<file path="config.mk">
export PLATFORM = sky130hd
export DESIGN_NAME = mem_bus_responder
export DESIGN_NICKNAME = d
export VERILOG_FILES = /design/src/rtl/i8085_bus_pkg.sv /design/src/rtl/responder_ram.sv /design/src/rtl/mem_bus_responder.sv
export SDC_FILE = /design/constraint.sdc
export NUM_CORES = 2
export LEC_CHECK = 0
export ABC_AREA = 1
export CORE_UTILIZATION = 45
export DETAILED_ROUTE_END_ITERATION = 12
export PLACE_DENSITY_LB_ADDON = 0.2
export SLEW_MARGIN = 20
export SYNTH_ARGS = -nofsm -noshare
export SYNTH_HDL_FRONTEND = slang
export SYNTH_HIERARCHICAL = 1
export SYNTH_SLANG_ARGS = --single-unit
</file>
<file path="constraint.sdc">
create_clock -name phi1 -period 5.65 [get_ports phi1]
set_input_delay 1.695 -clock phi1 [delete_from_list [all_inputs] [get_ports phi1]]
set_output_delay 1.695 -clock phi1 [all_outputs]
set_load 0.01 [all_outputs]
</file>
<file path="src/rtl/i8085_bus_pkg.sv">
// Shared bus definitions for the 8085-style memory responder: FSM states and S1/S0 cycle codes.
package i8085_bus_pkg;

    localparam int unsigned WAIT_CNT_W = 3;

    typedef enum logic [1:0] {
        ST_IDLE     = 2'd0,
        ST_WAIT     = 2'd1,
        ST_RD_DRIVE = 2'd2,
        ST_WR_HOLD  = 2'd3
    } bus_state_e;

    localparam logic [1:0] CYC_FETCH = 2'b11;
    localparam logic [1:0] CYC_READ  = 2'b10;
    localparam logic [1:0] CYC_WRITE = 2'b01;
    localparam logic [1:0] CYC_HALT  = 2'b00;

endpackage

</file>
<file path="src/rtl/responder_ram.sv">
// Byte-wide responder storage: one synchronous write port, one asynchronous read port, no reset.
module responder_ram #(
    parameter int unsigned ADDR_W = 8
) (
    input  logic              clk,
    input  logic              we,
    input  logic [ADDR_W-1:0] waddr,
    input  logic [7:0]        wdata,
    input  logic [ADDR_W-1:0] raddr,
    output logic [7:0]        rdata_c
);

    localparam int unsigned DEPTH = 1 << ADDR_W;

    logic [7:0] mem [DEPTH];

    always_ff @(posedge clk) begin
        if (we) begin
            mem[waddr] <= wdata;
        end
    end

    assign rdata_c = mem[raddr];

endmodule

</file>
<file path="src/rtl/mem_bus_responder.sv">
// Memory/IO responder on a multiplexed 8085-style bus: address latch, wait-state insertion,
// read drive and write capture into a local RAM, with a sticky protocol-error flag.
module mem_bus_responder
    import i8085_bus_pkg::*;
#(
    parameter logic [15:0] BASE        = 16'h0000,
    parameter int unsigned ADDR_W      = 8,
    parameter int unsigned WAIT_STATES = 1,
    parameter bit          IO_SPACE    = 1'b0
) (
    input  logic       phi1,
    input  logic       reset,
    input  logic       ALE,
    input  logic       IOMn,
    input  logic       S1,
    input  logic       S0,
    input  logic       RDn,
    input  logic       WRn,
    input  logic [7:0] a_hi,
    input  logic [7:0] ad_in,
    output logic [7:0] ad_out,
    output logic       ad_oe,
    output logic       READY,
    output logic       bus_err
);

    localparam logic [15:0]           HI_MASK   = 16'hFFFF << ADDR_W;
    localparam logic [WAIT_CNT_W-1:0] WAIT_LOAD =
        (WAIT_STATES == 0) ? WAIT_CNT_W'(0) : WAIT_CNT_W'(WAIT_STATES - 1);

    logic [15:0]           addr_q;
    logic                  iom_q;
    logic [1:0]            cyc_q;
    logic                  rd_hist_q;
    logic                  wr_hist_q;
    logic [7:0]            wdata_q;

    bus_state_e            state_q, state_d;
    logic [WAIT_CNT_W-1:0] cnt_q, cnt_d;
    logic                  is_rd_q, is_rd_d;
    logic                  ready_q, ready_d;
    logic                  oe_q, oe_d;
    logic [7:0]            ad_out_q, ad_out_d;
    logic                  err_q, err_d;

    logic                  sel_c;
    logic                  rd_start_c;
    logic                  wr_start_c;
    logic                  both_low_c;
    logic                  ram_we_c;
    logic [7:0]            rd_data_c;

    // Address/status latch, strobe history and write-data capture
    always_ff @(posedge phi1 or negedge reset) begin
        if (!reset) begin
            addr_q    <= 16'h0000;
            iom_q     <= 1'b0;
            cyc_q     <= CYC_HALT;
            rd_hist_q <= 1'b1;
            wr_hist_q <= 1'b1;
            wdata_q   <= 8'h00;
        end else begin
            if (ALE) begin
                addr_q <= {a_hi, ad_in};
                iom_q  <= IOMn;
                cyc_q  <= {S1, S0};
            end
            rd_hist_q <= RDn;
            wr_hist_q <= WRn;
            if (!WRn) begin
                wdata_q <= ad_in;
            end
        end
    end

    assign sel_c      = (((addr_q ^ BASE) & HI_MASK) == 16'h0000) && (iom_q == IO_SPACE);
    assign rd_start_c = !RDn && rd_hist_q && WRn;
    assign wr_start_c = !WRn && wr_hist_q && RDn;
    assign both_low_c = !RDn && !WRn;

    // FSM state and registered outputs
    always_ff @(posedge phi1 or negedge reset) begin
        if (!reset) begin
            state_q  <= ST_IDLE;
            cnt_q    <= '0;
            is_rd_q  <= 1'b0;
            ready_q  <= 1'b1;
            oe_q     <= 1'b0;
            ad_out_q <= 8'h00;
            err_q    <= 1'b0;
        end else begin
            state_q  <= state_d;
            cnt_q    <= cnt_d;
            is_rd_q  <= is_rd_d;
            ready_q  <= ready_d;
            oe_q     <= oe_d;
            ad_out_q <= ad_out_d;
            err_q    <= err_d;
        end
    end

    // Next-state: ALE and simultaneous strobes override everything else
    always_comb begin
        state_d  = state_q;
        cnt_d    = cnt_q;
        is_rd_d  = is_rd_q;
        ready_d  = ready_q;
        oe_d     = oe_q;
        ad_out_d = ad_out_q;
        err_d    = err_q;
        ram_we_c = 1'b0;

        if (ALE) begin
            state_d = ST_IDLE;
            ready_d = 1'b1;
            oe_d    = 1'b0;
        end else if (both_low_c) begin
            state_d = ST_IDLE;
            ready_d = 1'b1;
            oe_d    = 1'b0;
            err_d   = 1'b1;
        end else begin
            case (state_q)
                ST_IDLE: begin
                    if (sel_c && (cyc_q != CYC_HALT) && (rd_start_c || wr_start_c)) begin
                        is_rd_d = rd_start_c;
                        if ((rd_start_c && (cyc_q == CYC_WRITE)) ||
                            (wr_start_c && (cyc_q != CYC_WRITE))) begin
                            err_d = 1'b1;
                        end
                        if (WAIT_STATES == 0) begin
                            if (rd_start_c) begin
                                state_d  = ST_RD_DRIVE;
                                oe_d     = 1'b1;
                                ad_out_d = rd_data_c;
                            end else begin
                                state_d = ST_WR_HOLD;
                            end
                        end else begin
                            state_d = ST_WAIT;
                            cnt_d   = WAIT_LOAD;
                            ready_d = 1'b0;
                        end
                    end
                end
                ST_WAIT: begin
                    if (is_rd_q ? RDn : WRn) begin
                        state_d = ST_IDLE;
                        ready_d = 1'b1;
                    end else if (cnt_q == '0) begin
                        ready_d = 1'b1;
                        if (is_rd_q) begin
                            state_d  = ST_RD_DRIVE;
                            oe_d     = 1'b1;
                            ad_out_d = rd_data_c;
                        end else begin
                            state_d = ST_WR_HOLD;
                        end
                    end else begin
                        cnt_d = cnt_q - WAIT_CNT_W'(1);
                    end
                end
                ST_RD_DRIVE: begin
                    if (RDn) begin
                        state_d = ST_IDLE;
                        oe_d    = 1'b0;
                    end
                end
                ST_WR_HOLD: begin
                    if (WRn) begin
                        ram_we_c = 1'b1;
                        state_d  = ST_IDLE;
                    end
                end
                default: state_d = ST_IDLE;
            endcase
        end
    end

    responder_ram #(
        .ADDR_W(ADDR_W)
    ) u_ram (
        .clk     (phi1),
        .we      (ram_we_c),
        .waddr   (addr_q[ADDR_W-1:0]),
        .wdata   (wdata_q),
        .raddr   (addr_q[ADDR_W-1:0]),
        .rdata_c (rd_data_c)
    );

    // Drive enable is gated by live strobes so the bus is released in the cycle RDn rises
    assign ad_oe   = oe_q && !RDn && WRn && !ALE;
    assign ad_out  = ad_out_q;
    assign READY   = ready_q;
    assign bus_err = err_q;

endmodule

</file>
==> flow_summary.yaml <==
run_status:
  status: "finished, final reports clean"
synthesis:
  synth_area_um2: 85400
  yosys.cell_count.top_type: "nand2_1"
  synth_top_family_by_area: "simple AND/OR/NAND/NOR gates"
  ys_seq_elements: 2094
  synthAdderAreaFrac: 0.0008790
  synth_fp_nets: 7279
  avgSynthCellArea_um2: 11.78
  muxShareOfSynthArea: 0
  synth_xor_area_frac: 0.0001026
  yosys.area_share.simple: 0.2303
  yosys_warnings: 6
  synthTopCellsByArea: "edfxtp_1, nand3_1, nand2_1"
  synth_cell_types: 30
  synthArstFlopShare: 0.02197
  synthCells: 7249
  synth_seq_area_share: 0.7336
  synth_compound_area_frac: 0.002491
  ys.flop_type: "edfxtp_1"
  synth_edf_count: 2048
  synth_largest_area_cell: "edfxtp_1"
  netlist.area_leader.share: 0.7201
  ys_top_cells_by_count: "nand2_1, edfxtp_1, nand3_1"
detailed_routing:
  ant_nets: 0
  drc: 0
  drt-total-wl_mm: 230.5
  via_per_inst: 5.625
  drt_iter0_markers: 6072
  wire_per_inst_um: 23.57
  drt-pass1-iter-count: 6
  vias: 55009
clock_tree:
  root_buffer: "clkbuf_16"
  cts_buffer_depth: 3
  clk_pin_slew_ns: 0.06
  numCtsBuffers: 208
  post_cts_buffers: 0
  cts_tree: "done"
  htree_levels: 4
  hold_buffers: 0
  clkLatencyLatePin_ns: 0.85
  clock_sinks: 2094
  cts.repair.resized: 0
power_and_ir_drop:
  pwr_density_cell_nw_per_um2: 368.1
  p_leak_uw: 0.03281
  clockPowerShare: 0.403
  power.net_switching_uw: 8419
  swShare: 0.2418
  seq_power_share: 0.502
  p_comb_frac: 0.095
  peakVddDrop_mv: 0.2914
  p_int_uw: 26410
global_routing:
  overflow: 0
  track_usage: 0.2387
  grt_antenna_before_repair: 7
  grt_pass1_wl_mm: 339.9
  grt_max_degree: 238
  grt_pass1_vias: 52816
  grt_util_met2: 0.3810
  grt_util_met3: 0.03955
  grt.busiest_layer: "met2"
  grt_util_met1: 0.3285
worst_hold_path:
  hold_path.class: "register to register"
setup_path:
  cp.arrival_ns: 3.24
  crit_fanout: 6
  required_ns: 3.95
  startpoint_type: "primary input"
  path_class: "primary input to output pin"
  end_kind: "output pin"
floorplan:
  die-area_um2: 191500
  die_x_um: 437.6
  ios: 35
  initial_core_util: 0.4538
  coreArea_um2: 188200
  die_h_um: 437.6
  fp-row-count: 159
finish:
  fill_cells: 16482
  drive_above_1_share: 0.06097
  area_delta_synth_final_pct: 10.78
  fin_util: 0.5027
  multi_input_area_um2: 20000
  regArea_um2: 62700
  fin_nets: 7140
timing:
  finClkSkew_ns: 0.02917
  fmax_mhz: 202.4
  fin_tns_setup_ns: 0
  hold_viol_final: 0
  setup_violations: 0
  finalCriticalPeriod_ns: 4.940
  worst_pin_slew_ns: 1.168
  maxSlewViolCount: 0
  maxSlewHeadroom: 0.2216
  rsz0062_at_grt: "no"
  period_share: 0.8743
place:
  io_buffers: 34
  place_congestion: 0.8683
  dp_hpwl_mm: 127.9
run:
  cap_violations: 0
layout by cell type (no fill, tap or decap), types with 33 or more instances in the layout:
master	synthesis	layout
buf_4	48	77
edfxtp_1	2048	2048
clkbuf_16	0	214
nand2_1	2211	2202
nor2_1	293	293
clkbuf_1	116	43
clkinv_1	1	53
clkdlybuf4s50_1	0	33
nand3_1	2029	2029
inv_1	71	69
power groups by stage:
stage                     sequential (uW)  combinational, uW  clock (uW)
after floorplan                     18000               1910           0
after global placement              17800               3270           0
after detailed placement            17800               3300           0
after CTS                           17500               3310       14200
after global routing                17500               3610       14800
final                               17500               3330       14000
registers in the layout (all words and copies together), names as in the netlist, 2 cells and up:
register / flops
u_ram/mem: 2048
cyc_q: 2
cnt_q: 3
ad_out: 8
state_q: 2
wdata_q: 8
addr_q: 16
worst paths after layout:
kind | from | end | slack (ns) | cells past startpoint
worst max-delay path | RDn | ad_oe | 0.71 | 5
worst min-delay path | addr_q[14] | addr_q[14] | 0.48 | 2
max in group asynchronous | reset | wdata_q[2] | 4.34 | 1
min in group asynchronous | reset | ad_out[7] | 0.87 | 1
worst max register to register | addr_q[0] | ad_out[7] | 1.72 | 14
worst min register to register | addr_q[14] | addr_q[14] | 0.48 | 2
per-stage QoR:
stage	area (um^2)	power [uW]	cells	hold slack (ns)	setup slack (ns)
detailed placement	87670	21100	9395	0.4640	0.6382
finish	94610	34830	9779	0.4759	0.7104
global placement	87670	21070	9395	0.4523	0.6310
global route	94600	35900	9777	0.5145	0.6279
floorplan	85400	19870	7249	0.4426	1.599
CTS	94600	35030	9777	0.4790	0.6985
metal layers:
layer | vias up | share of wire
met4 | 4 | 0.036
met5 | - | 0.00014
met3 | 394 | 0.073
met1 | 27144 | 0.42
li1 | 25378 | -
met2 | 2089 | 0.47
cell families (layout without fill, tap and decap cells):
group	count (synthesis)	in the layout
AO/OA/AOI/OAI	35	35
XOR/XNOR	1	1
adder cells (fa/ha/maj)	6	6
buffers and inverters	566	599
flip-flops	2094	2094
other	0	2
AND/OR/NAND/NOR	4547	4547
area by class of cell:
type / count / share of cell area
flip-flops and latches: 2094 / 0.6628
multi-input cells: 4589 / 0.2113
clock buffers: 260 / 0.05875
well taps: 2495 / 0.03300
repair buffers: 141 / 0.01616
clock inverters: 122 / 0.01452
inverters: 76 / 0.003399
diodes: 2 / 0.00005290
critical path: stages:
cell             delay (ns)
clkdlybuf4s50_1        0.54
inv_1                  0.23
nand3_1                0.11
nor2_1                 0.12
clkdlybuf4s50_1        0.54
Power figures use the tool's default switching activity.
